`src/rtl/mem_rr_arbiter.sv`:
```
// Round-robin arbiter sharing a single 256x8 memory bank among NUM_REQ requesters.
// One request is served at a time: IDLE -> ACCESS -> DONE, with a one-cycle Ack in DONE.
module mem_rr_arbiter #(
  parameter int NUM_REQ = 2,
  parameter int ID_W    = 1
) (
  input  logic                 Clk,
  input  logic                 Reset,
  input  logic [NUM_REQ-1:0]   Req,
  input  logic [NUM_REQ-1:0]   We,
  input  logic [8*NUM_REQ-1:0] Addr,
  input  logic [8*NUM_REQ-1:0] WData,
  output logic [NUM_REQ-1:0]   Ack,
  output logic [7:0]           RData,
  output logic                 Busy,
  output logic [7:0]           MemAddr,
  output logic [7:0]           MemWData,
  output logic                 MemWrite,
  output logic                 MemRead,
  input  logic [7:0]           MemRData
);

  typedef enum logic [1:0] {S_IDLE, S_ACCESS, S_DONE} state_t;

  state_t          r_state, w_next;
  logic [ID_W-1:0] r_ptr, r_id;
  logic            r_we;
  logic [7:0]      r_addr, r_wdata, r_rdata;

  logic            w_any;
  logic [ID_W-1:0] w_win, w_ptr_next;
  logic            w_sel_we;
  logic [7:0]      w_sel_addr, w_sel_wdata;

  // Scan offsets from the highest down so the smallest offset from r_ptr wins.
  always_comb begin
    w_any = |Req;
    w_win = '0;
    for (int unsigned k = NUM_REQ; k > 0; k--) begin
      for (int unsigned i = 0; i < NUM_REQ; i++) begin
        if (Req[i] && (i == (32'(r_ptr) + k - 1) % NUM_REQ))
          w_win = ID_W'(i);
      end
    end
  end

  always_comb begin
    w_sel_we    = 1'b0;
    w_sel_addr  = '0;
    w_sel_wdata = '0;
    for (int unsigned i = 0; i < NUM_REQ; i++) begin
      if (ID_W'(i) == w_win) begin
        w_sel_we    = We[i];
        w_sel_addr  = Addr[8*i +: 8];
        w_sel_wdata = WData[8*i +: 8];
      end
    end
  end

  assign w_ptr_next = (r_id == ID_W'(NUM_REQ - 1)) ? '0 : r_id + 1'b1;

  always_ff @(posedge Clk) begin
    if (Reset) begin
      r_state <= S_IDLE;
      r_ptr   <= '0;
      r_id    <= '0;
      r_we    <= 1'b0;
      r_addr  <= '0;
      r_wdata <= '0;
      r_rdata <= '0;
    end else begin
      r_state <= w_next;
      case (r_state)
        S_IDLE: if (w_any) begin
          r_id    <= w_win;
          r_we    <= w_sel_we;
          r_addr  <= w_sel_addr;
          r_wdata <= w_sel_wdata;
        end
        S_ACCESS: if (!r_we) r_rdata <= MemRData;
        S_DONE:   r_ptr <= w_ptr_next;
        default:  ;
      endcase
    end
  end

  always_comb begin
    w_next = r_state;
    case (r_state)
      S_IDLE:   if (w_any) w_next = S_ACCESS;
      S_ACCESS: w_next = S_DONE;
      S_DONE:   w_next = S_IDLE;
      default:  w_next = S_IDLE;
    endcase
  end

  always_comb begin
    Ack      = '0;
    Busy     = (r_state != S_IDLE);
    MemAddr  = '0;
    MemWData = '0;
    MemWrite = 1'b0;
    MemRead  = 1'b0;
    if (r_state == S_ACCESS) begin
      MemAddr  = r_addr;
      MemWData = r_wdata;
      MemWrite = r_we & ~Reset;
      MemRead  = ~r_we;
    end
    for (int unsigned i = 0; i < NUM_REQ; i++) begin
      if (r_state == S_DONE && ID_W'(i) == r_id)
        Ack[i] = 1'b1;
    end
  end

  assign RData = r_rdata;

endmodule
```
`config.mk`:
```
export PLATFORM = sky130hd
export DESIGN_NAME = mem_rr_arbiter
export DESIGN_NICKNAME = d
export VERILOG_FILES = /design/src/rtl/mem_rr_arbiter.sv
export SDC_FILE = /design/constraint.sdc
export NUM_CORES = 1
export LEC_CHECK = 0
export CAP_MARGIN = 20
export CORE_MARGIN = 10
export CORE_UTILIZATION = 29
export CTS_BUF_LIST = sky130_fd_sc_hd__clkbuf_4
export CTS_CLUSTER_SIZE = 12
export DETAILED_ROUTE_END_ITERATION = 7
export MAX_ROUTING_LAYER = met4
export SLEW_MARGIN = 15
export SYNTH_ARGS = -nofsm -noshare
export SYNTH_HDL_FRONTEND = slang
export SYNTH_SLANG_ARGS = --single-unit
```
`constraint.sdc`:
```
create_clock -name Clk -period 1.5 [get_ports Clk]
set_input_delay 0.15 -clock Clk [delete_from_list [all_inputs] [get_ports Clk]]
set_output_delay 0.15 -clock Clk [all_outputs]
set_load 0.01 [all_outputs]
```
# == After elaboration in Yosys (flattened, before gate mapping) ==
# Index checks and enable logic that the tools add are counted.
# op_classes
muxes,15
n_reduce_logical,11
eq_ne,3
n_addsub,5
bitwise_logic,4
# ops
op,n
logical NOT 32 bit,1
two-way mux 8 bit,4
two-way mux 1 bit,9
logical AND 1 bit,5
one-hot mux 2 bit (2 select lines),1
AND reduction 2 bit,2
"adder 1 bit, second input constant",3
inverter 1 bit,3
"equality test 2 x 1 -> 1 bit, second input constant",1
"equality test 2 bit, second input constant",1
logical NOT 2 bit,1
two-way mux 2 bit,1
"!= test 2 bit, second input constant",1
nonzero test 2 bit,1
OR reduction 2 bit,1
"subtractor 1 bit, second input constant",2
bitwise AND 1 bit,1
# word_totals
in_bits,46
wordCells,45
ff_bits,29
output_inout_bits,29

# == Logic depth before layout (Yosys ltp) ==
# depth
word_depth,7
ltp_mapped,5
ltp_nobuf,4

# == Worst setup path after synthesis ==
# No wires, ideal clock.
# synth_timing
path_type,reg2reg
startpoint,register r_state[0]
endpoint,register r_addr[0]
required_time_ps,1366
t_arrival_ps,1042
path_buffers,1
stages_incl_launch_ff,6
period_less_slack_ps,1177
setup_slack_ps,323
setup_time_ps,134
path_cell_list,dfxtp_1 nor2_4 inv_4 nor2_8 buf_8 a311oi_2
# synth_between
elab_chain_len,2
# synth_lines
element,line_no,source
from (decl),25,"state_t r_state, w_next;"
from (signal assigned),72,r_state <= w_next;
logical NOT 2 bit,73,case (r_state)
AND reduction 2 bit (no line),--,
to (signal assigned),77,r_addr <= w_sel_addr;
to (decl),28,"logic [7:0] r_addr, r_wdata, r_rdata;"
# Every way passes these cells.
# A chain may end at the register's enable or synchronous reset.

# == Worst setup path in the final report ==
# layout_timing
startpoint,register r_state[1]
endpoint,output MemAddr[7]
# layout_between
elab_chain_len,2
# layout_lines
element,line_no,source
equality test 2 x 1 -> 1 bit,104,if (r_state == S_ACCESS) begin
two-way mux 8 bit,104,
to (decl),16,"output logic [7:0] MemAddr,"
# Every way passes these cells.

==> results_dict.tcl <==
set metrics [dict create \
    critPathBufInv 2 \
    synth_top_area_share_pct 37.5 \
    post_cts_buffers 0 \
    critical_path.max_stage_delay_ns 0.33 \
    yosysTopAreaCell "dfxtp_1" \
    syn_avg_cell_area_um2 9.32 \
    powerDensity_nw_per_um2 793 \
    gr-total-overflow 0 \
    regArea_um2 582 \
    multiInputGateArea_um2 876 \
    period_share_pct 98.8 \
    endpoint_kind "output port" \
    vias 1498 \
    cts_buffers 5 \
    synth-seq-cells 29 \
    worstPathArrival_ns 1.33 \
    finalHoldViolations 0 \
    drc 0 \
    post_drt_wl_per_cell_um 15.6 \
    hold_path.class "in -> reg" \
    hpwl_um 3700 \
    fill_cells 543 \
    power_leakage_uw 0.000944 \
    crit_path_max_fanout 4 \
    die_h_um 93.1 \
    status "finished, final reports clean" \
    synth_async_sr_flop_share_pct 0 \
    ir_drop_mv 0.408 \
    h-tree-depth 2 \
    cp-endpoint "MemAddr[7]" \
    reg2reg_setup_slack_ns 0.17 \
    critical_path.top_delay_family "simple AND/OR/NAND/NOR gates" \
    holdWs_ns 0.423 \
    clock_sinks 29 \
    avgViaCountPerCell 4.73 \
    grt_pass1_wl_um 7760 \
    grt_setup_unrepaired "yes" \
    ctsHoldBuffers 0 \
    io-pin-count 75 \
    synth_most_common_cell "dfxtp_1" \
    drv_slew 0 \
    ys_seq_area_share_pct 37.5 \
    fmax_mhz 675 \
    netlist_area_um2 1550 \
    dp.cells 310 \
    final_cells 317 \
    path_class "reg -> out" \
    initial_utilization_pct 30.1 \
    place_ws_ns -0.158 \
    grt_max_degree 29 \
    portBuffers 74 \
    fp-row-count 26 \
    startpoint "r_state[1]" \
    final_nets 293 \
    worstSetupStartpointType "flip-flop" \
    r2r_start "r_state[0]" \
    finalPower_uw 1960 \
    antenna_found_initial 0 \
    place_congestion 0.722 \
    die_x_um 93.1 \
    synth_top_cells_by_area "dfxtp_1 (38%), a311oi_2 (9.7%), and2_1 (6.9%)" \
    cts_tree "built" \
    ys_warn_count 0 \
    clock_path_buffers 2 \
    slowest_stage "dfxtp_2" \
    dr.pass1.iters 4 \
    root_buffer "clkbuf_4" \
    slew_headroom_pct 69.9 \
    syn_inst 166 \
    setup_ws_ns 0.0184 \
    min_delay_path_depth 3 \
    ys_top_cells_by_count "dfxtp_1 (29), nand3_1 (18), o21ai_0 (18)" \
    drt-total-wl_um 4930 \
    core-area_um2 5140 \
    reg2reg_to "r_wdata[4]" \
    area_delta_synth_final_pct 60.1 \
    antenna_left 0 \
    worst_skew_pair.late_latency_ns 0.32 \
    grt_usage_pct 11.6 \
    path_cells "and2b_2 > buf_4 > and2_1 > buf_2" \
    skew_ns 0.00362 \
    fp.dieArea_um2 8660 \
    grt_pass1_vias 1541 \
    syn_nets 212 \
    ff2ff_path_depth 5 \
    drtIter0Drc 58 \
    synth.distinct_cells 29 \
    worstPathRequired_ns 1.35 \
    maxCapViolations 0 \
    n_antenna_cell 0 \
    layout-drive-gt1-share_pct 29.6 \
    tightestPinTransition_ns 0.451 \
    synthFlopType "dfxtp_1" \
    tns_ns 0 \
    cp.depth 4 \
    final.min_clock_period_ns 1.48 \
    clk_pin_slew_ns 0.09 \
    setup_viol 0 \
    synth_edf_count 0 \
]
==> where the power goes <==
part	internal (µW)	switching, µW	total (µW)
clock network	188	257	445
registers	845	39.7	884
logic	351	285	635
total	1380	581	1960
==> worst min-delay path, stage by stage <==
cell and delay (ns):
clkdlybuf4s50_1 0.40, nand3_1 0.08, a311oi_1 0.08
==> cell type report <==
| class | instances | area share [%] |
|---|---|---|
| Multi-Input combinational cell | 119 | 35.3 |
| Timing Repair Buffer | 89 | 35.1 |
| Sequential cell | 29 | 23.5 |
| Tap cell | 70 | 3.53 |
| Clock buffer | 6 | 1.82 |
| Inverter | 3 | 0.555 |
| Clock inverter | 1 | 0.151 |
==> what timing repair did <==
| action | CTS | global route |
|---|---|---|
| gates resized for setup | 75 | 33 |
| setup endpoints to repair | 21 | 19 |
| pin swaps | 0 | 10 |
==> how the worst min path moves through the flow <==
| stage | from | endpoint | slack [ns] |
|---|---|---|---|
| 2_1_floorplan | Reset | r_state[1] | 0.23 |
| 3_3_place_gp | RData[6] | RData[6] | 0.47 |
| 3_5_place_dp | RData[4] | RData[4] | 0.48 |
| 4_1_cts | Reset | r_state[1] | 0.41 |
| 5_1_grt | WData[4] | r_wdata[4] | 0.42 |
| 6_report | WData[13] | r_wdata[5] | 0.42 |
==> per-layer routing <==
metal | up-vias | wire, µm | global-route usage (%)
li1 | 765 | - | -
met1 | 681 | 2170 | 12.4
met2 | 47 | 2360 | 19.2
met3 | 5 | 342 | 4.80
met4 | 0 | 58 | 3.47
met5 | - | 0 | -
==> flip-flops by register name, indices dropped and copies added (netlist names) <==
| register | cells |
|---|---|
| r_addr | 8 |
| r_wdata | 8 |
| r_ptr | 1 |
| r_state | 2 |
| r_we | 1 |
| RData | 8 |
| r_id | 1 |
==> cell families after synthesis <==
group / share of synthesized area [%]
simple gates: 22.2
compound gates: 26.1
flops: 37.5
buf+inv: 8.97
mux: 5.17
==> cell usage in the layout (no fill, tap or decap) <==
cell type / netlist / routed
clkdlybuf4s50_1: 0 / 53
dfxtp_1: 29 / 28
nand3_1: 18 / 18
o21ai_0: 18 / 18
a21oi_1: 17 / 17
buf_6: 3 / 13
and2_4: 0 / 11
nor2_1: 10 / 10
a311oi_2: 10 / 10
buf_4: 4 / 10
mux2i_1: 8 / 8
a311oi_1: 7 / 7
and2_1: 17 / 6
clkbuf_4: 0 / 6
buf_2: 3 / 5
clkbuf_2: 0 / 3
buf_12: 1 / 3
nor2_4: 2 / 2
inv_1: 2 / 2
nand2b_1: 2 / 2
a21oi_2: 2 / 2
nor3b_4: 0 / 1
and2b_2: 0 / 1
inv_4: 1 / 1
nor3b_2: 1 / 1
nor2b_4: 0 / 1
nor2_8: 1 / 1
and2b_4: 1 / 1
or2_1: 1 / 1
nor3_1: 1 / 1
clkinv_1: 0 / 1
clkdlybuf4s15_1: 0 / 1
dlygate4sd2_1: 0 / 1
dfxtp_2: 0 / 1
==> stage by stage <==
step | instance area, µm² | utilization (%)
floorplan | 1550 | -
CTS | 2380 | 46.3
global placement | 2400 | 46.7
global route | 2480 | 48.2
finish | 2480 | 48.2
detailed placement | 2400 | 46.7
No activity file was read; power rests on OpenSTA's default activity.
